### src/rtl/tick_scheduler.sv
// tick_scheduler: per-channel programmable tick enable and 50% duty wave generator. Optional macro PHASE_ALIGN_EN.
// Latency: config accepted in IDLE and applied on the following edge; tick/wave are registered.
// Backpressure: cfg_ready drops for the single APPLY cycle, so at most one config every 2 cycles.
module tick_scheduler #(
    parameter int NCH = 4,
    parameter int PW = 24,
    parameter int unsigned RST_PERIOD = 4194304,
    parameter logic [NCH-1:0] RST_EN = NCH'(1),
    localparam int CW = (NCH > 1) ? $clog2(NCH) : 1
) (
    input  logic          clk,
    input  logic          rst,
    input  logic          cfg_valid,
    output logic          cfg_ready,
    input  logic [CW-1:0] cfg_chan,
    input  logic [PW-1:0] cfg_period,
    input  logic          cfg_en,
    output logic          cfg_err,
    output logic [NCH-1:0] tick,
    output logic [NCH-1:0] wave
);
    localparam logic [0:0]    IDLE  = 1'b0;
    localparam logic [0:0]    APPLY = 1'b1;
    localparam logic [CW:0]   NCH_W = (CW + 1)'(NCH);
    localparam logic [PW-1:0] RST_P = PW'(RST_PERIOD);
    localparam logic [PW-1:0] ONE   = PW'(1);

    logic [0:0]    state;
    logic [CW-1:0] lat_chan;
    logic [PW-1:0] lat_period;
    logic          lat_en;
    logic [PW-1:0] period [NCH];
    logic [PW-1:0] cnt [NCH];
    logic [NCH-1:0] en;
    logic [NCH-1:0] wr;
    logic [NCH-1:0] run;
    logic [NCH-1:0] wrap;
    logic           chan_ok;
`ifdef PHASE_ALIGN_EN
    logic [NCH-1:0] armed;
    logic           release_armed;
`endif

    assign cfg_ready = (state == IDLE);
    // Extra MSB keeps the range test meaningful when NCH is a power of two.
    assign chan_ok = ({1'b0, lat_chan} < NCH_W);

    always_comb begin
        wr   = '0;
        run  = '0;
        wrap = '0;
        for (int c = 0; c < NCH; c++) begin
            wr[c] = (state == APPLY) && chan_ok && (lat_chan == CW'(c));
`ifdef PHASE_ALIGN_EN
            run[c] = en[c] && !armed[c];
`else
            run[c] = en[c];
`endif
            wrap[c] = run[c] && (cnt[c] == period[c] - ONE);
        end
    end

`ifdef PHASE_ALIGN_EN
    // Armed channels start on channel 0's tick edge, or at once if channel 0 is stopped.
    assign release_armed = (wrap[0] && !wr[0]) || !run[0];
`endif

    always_ff @(posedge clk) begin
        if (rst) begin
            state      <= IDLE;
            lat_chan   <= '0;
            lat_period <= ONE;
            lat_en     <= 1'b0;
            cfg_err    <= 1'b0;
            tick       <= '0;
            wave       <= '0;
            en         <= RST_EN;
            for (int c = 0; c < NCH; c++) begin
                period[c] <= RST_P;
                cnt[c]    <= '0;
            end
`ifdef PHASE_ALIGN_EN
            armed <= '0;
`endif
        end else begin
            cfg_err <= 1'b0;
            if (state == IDLE) begin
                if (cfg_valid) begin
                    lat_chan   <= cfg_chan;
                    lat_period <= (cfg_period == '0) ? ONE : cfg_period;
                    lat_en     <= cfg_en;
                    state      <= APPLY;
                end
            end else begin
                state   <= IDLE;
                cfg_err <= !chan_ok;
            end

            for (int c = 0; c < NCH; c++) begin
                if (wr[c]) begin
                    // A write beats a coincident terminal count: no tick for that wrap.
                    period[c] <= lat_period;
                    en[c]     <= lat_en;
                    cnt[c]    <= '0;
                    tick[c]   <= 1'b0;
                    wave[c]   <= 1'b0;
`ifdef PHASE_ALIGN_EN
                    armed[c]  <= lat_en && (c != 0) && en[0];
`endif
                end else if (wrap[c]) begin
                    cnt[c]  <= '0;
                    tick[c] <= 1'b1;
                    wave[c] <= ~wave[c];
                end else if (run[c]) begin
                    cnt[c]  <= cnt[c] + ONE;
                    tick[c] <= 1'b0;
                end else begin
                    cnt[c]  <= '0;
                    tick[c] <= 1'b0;
`ifdef PHASE_ALIGN_EN
                    if (armed[c] && release_armed)
                        armed[c] <= 1'b0;
`endif
                end
            end
        end
    end

endmodule
### config.mk
export PLATFORM = sky130hd
export DESIGN_NAME = tick_scheduler
export DESIGN_NICKNAME = d
export VERILOG_FILES = /design/src/rtl/tick_scheduler.sv
export SDC_FILE = /design/constraint.sdc
export NUM_CORES = 1
export LEC_CHECK = 0
export BUFFER_PORTS_ARGS = -buffer_cell sky130_fd_sc_hd__clkbuf_2
export CAP_MARGIN = 20
export CORE_MARGIN = 2
export CORE_UTILIZATION = 55
export DETAILED_ROUTE_END_ITERATION = 10
export PLACE_DENSITY = 0.69
export RECOVER_POWER = 100
export SLEW_MARGIN = 0
export SYNTH_ARGS = -nofsm -noshare
export SYNTH_HDL_FRONTEND = slang
export SYNTH_SLANG_ARGS = --single-unit
### constraint.sdc
create_clock -name clk -period 4.2 [get_ports clk]
set_input_delay 0.21 -clock clk [delete_from_list [all_inputs] [get_ports clk]]
set_output_delay 0.21 -clock clk [all_outputs]
set_load 0.005 [all_outputs]
==> results.txt <==
- The final route contains approximately 10,000 vias.
* Simple logic cell fraction of the synthesized area: ~27%
- Synthesis instantiated 73 different standard cells from the library.
* Main combinational cell family by area after synthesis: simple AND/OR/NAND/NOR gates
- Endpoint of the most critical setup path: cnt[2][4]
* Power per standard cell area: 356 nW/µm²
- Worst R2R Start: period[2][0]
- Starting DRC count in detailed routing: 694
* Post-synthesis area per instance: 10.0 µm²
* Flip-flop cell with the highest count after synthesis: edfxtp_1
* Adder and majority cell fraction of the synthesized area: less than 1%
- Final hold vios: 0
- Across the routed clock network, the largest skew measured is between 0.01 and 0.015 ns.
* Number of antenna violations at the first check in global routing: 1
- Of the available clock period, the critical path in the final layout requires around nine tenths.
* Worst hold-check path type: primary input to flop
* Worst reg2reg path endpoint: cnt[2][4]
* Final slew viol count: 0
- After synthesis the netlist holds a flip-flop and latch count of ~230.
- The worst register-to-register path has a depth of 11.
- Die Width: 160 µm
- Most common cell in the netlist: edfxtp_1
- The region available for standard cell placement spans approximately 24,000 µm².
- Count of flip-flops with a built-in enable after synthesis: around 190
- STA classifies the critical path endpoint as a flop.
- The congestion estimate from routability-driven global placement came to slightly below 0.9.
- Setup slack, reg-to-reg: between 0.4 and 0.5 ns
- edfxtp_1 takes more of the synthesized area than any other cell.
- After synthesis, the share of cell area in mux cells is 0.674%.
- List of most frequent post-synthesis cells: edfxtp_1 (192), nor2_1 (152), xnor2_1 (127), nand2_1 (119), xor2_1 (91)
* Nets: 1,524
- Max capacitance violation total: 0
* CTS Root Buffer Type: clkbuf_16
- Area of the die: roughly 26,000 µm²
- Yosys attributes the largest share of cell area to edfxtp_1 (43%), xnor2_1 (8.3%), dfxtp_1 (6.0%), xor2_1 (6.0%), nor2_1 (4.3%).
- In this run the tightest slew margin relative to its limit is between 10% and 20%.
- The tree built by TritonCTS fans out to ~230 sinks.
- Vias in the first global route: 9,832
* Setup bufs post-CTS: 0
* Synthesized-area fraction occupied by xor and xnor cells: between 10 and 15%
- Post-DRT Antenna Nets: 0
- For the pin with the worst max-slew slack, the measured transition is between 1 and 1.5 ns.
- Pin placement for this block handled 40 I/O pins.
* Gr ovfl total: 0
- Routed WL: between 30 and 40 mm
- Detailed placement ended at an HPWL of 21.8 mm.
- Finished Core Util: a little over three fifths
- Pre-antenna DRT Iters: 5
* Wire length per cell after detailed routing: around 17 µm
* Vias per cell: 5.55
* Fraction of layout cells with a size suffix above 1: approximately 6.6%
* Post-synthesis instance area: around 13,000 µm²
- Highest achievable clock rate: between 200 and 300 MHz
- In this run the tool buffered the top-level ports with 38 buffer cells.
* Maximum fanout encountered on the critical timing path: 24
* Compound-Gate Fraction of Synth Area: a little under 6%
* Relative area change from synthesis to final layout: 14.3%
- First-pass GRT wire length: ~50 mm
- At the later pin of the worst-skew pair, clock insertion delay measures between 0.5 and 0.6 ns.
* Post-detailed-route DRC marker count: 0
- Count of yosys warnings during synthesis: 0
- Post-route minimum period: 3.72 ns
- Sequential cells were found to cover 49.2% of the synthesized design area.
- CTS clk-pin slew, worst paths: 0.06 ns
- The layout has between 2,000 and 2,500 filler cells.
- Status: complete, no violations
* Critical Path AT: 3.98 ns
- The analysis attributes to cell leakage a power of about 5.4 nW.
- Maximum vdd drop: between 300 and 400 µV
* Clock tree buffer depth: 3
* Maximum number of pins on one net before global-route repair: 29
- Setup violations remaining at the end of the flow were counted as 0.
- Overall power consumption after layout is estimated at 0.00543 W.
* Final setup TNS: 0 ns
- TritonCTS built the clock tree.
- Required time worst endpoint: ~4.5 ns
- The die is around 160 µm tall.
- The worst hold path was traced through 4 stages.
- Share of flip-flops with an asynchronous set or reset: 0%
- Synthesized instance count: 1,331
* Effective utilization at floorplan: 55.4%
- After synthesis, the largest area contributor takes up between 40% and 50% of total cell area.
- The critical path is of the flop to flop type.
- Global routing consumed, over all layers together, a little under a quarter of the routing resources.
- Buffers inserted during clock tree synthesis total 26.
- Number of H-tree branching levels: 1
* Kind of launch point of the worst setup path: flop
- The floorplan has 57 rows.
- Start point of the critical path: period[2][0]
- Setup repair after global routing left no endpoint under its margin.
-- cell usage in the layout (no fill, tap or decap), types with 10 or more instances in the layout --
| master | n |
|---|---|
| edfxtp_1 | 192 |
| nor2_1 | 152 |
| xnor2_1 | 127 |
| nand2_1 | 119 |
| conb_1 | 97 |
| xor2_1 | 91 |
| nand3_1 | 66 |
| and2_0 | 64 |
| nor3_1 | 56 |
| a21oi_1 | 40 |
| dfxtp_1 | 40 |
| nor4_1 | 36 |
| clkbuf_2 | 32 |
| inv_1 | 31 |
| clkbuf_16 | 29 |
| dlygate4sd3_1 | 27 |
| and3_1 | 26 |
| and2_1 | 23 |
| nand4_1 | 22 |
| or3_1 | 16 |
| o21ai_0 | 13 |
| or4_1 | 12 |
| clkbuf_1 | 11 |
| nand3b_1 | 10 |
| nand2b_1 | 10 |
| nor3b_1 | 10 |
-- layer usage --
metal  wire [µm]  track usage, %  vias to the layer above
met4         822            6.76                        0
met2       14400            40.0                      329
met3        1950            2.83                       68
met5           0               0                        -
met1       13400            33.2                     4781
li1            -               -                     4985
-- cell type report --
type / instances / area (µm²) / area share [%]
flip-flops and latches: 232 / 6570 / 43.0
repair buffers: 73 / 509 / 3.34
clock inverters: 11 / 60.1 / 0.393
inverters: 31 / 116 / 0.762
clock buffers: 37 / 796 / 5.21
multi-input cells: 1122 / 6810 / 44.6
diodes: 1 / 2.50 / 0.0164
well taps: 324 / 405 / 2.66
-- report_power, final --
part | leakage (nW) | internal [W] | total [W] | switching (W)
sequential | 2.31 | 0.00259 | 0.00274 | 0.000150
clock | 0.428 | 0.00132 | 0.00223 | 0.000914
combinational | 2.62 | 0.000204 | 0.000456 | 0.000253
-- worst max-delay path: stages (launching register included) --
cell and delay, ns:
edfxtp_1 0.44, inv_1 0.09, ha_1 0.24, nor4b_2 0.37
nand2_1 0.21, or4_1 0.50, nor4b_1 0.31, a311oi_1 0.09
nor4_1 0.65, a21o_1 0.21, buf_4 0.26, nor2_1 0.09
-- cell families after synthesis --
family	Yosys count
compound gates	118
fa+ha+maj	8
mux	9
xor+xnor	218
flops	232
other cells	2
buf+inv	72
simple gates	672
-- how the worst min path moves through the flow --
| stage | startpoint | endpoint | slack [ns] |
|---|---|---|---|
| global route | cfg_valid | lat_en | 0.16 |
| global placement | cfg_chan[0] | lat_chan[0] | 0.44 |
| CTS | cfg_valid | lat_en | 0.11 |
| floorplan | cfg_period[17] | lat_period[17] | 0.35 |
| detailed placement | cfg_chan[1] | lat_chan[1] | 0.44 |
| finish | cfg_valid | lat_en | 0.14 |
-- state kept, by name, summed over array words and instances (netlist names) --
register / cells
tick: 4
state: 1
lat_chan: 2
wave: 4
cnt: 96
lat_en: 1
en: 4
lat_period: 24
period: 96
-- stage by stage --
stage	hold WS, ns	setup slack [ns]	instance area [µm²]	std cells
after detailed placement	0.438	0.534	14200	1755
after floorplan	0.346	1.05	13700	1426
after global routing	0.163	0.117	15300	1830
after global placement	0.437	0.646	14200	1755
after CTS	0.108	0.512	15300	1830
final	0.137	0.485	15300	1831
-- repair_timing --
| item | 4_1_cts | 5_1_grt |
|---|---|---|
| gates resized for setup | 0 | 0 |
| hold buffers | 27 | 0 |
| hold endpoints to repair | 27 | 0 |
Power figures use the tool's default switching activity.
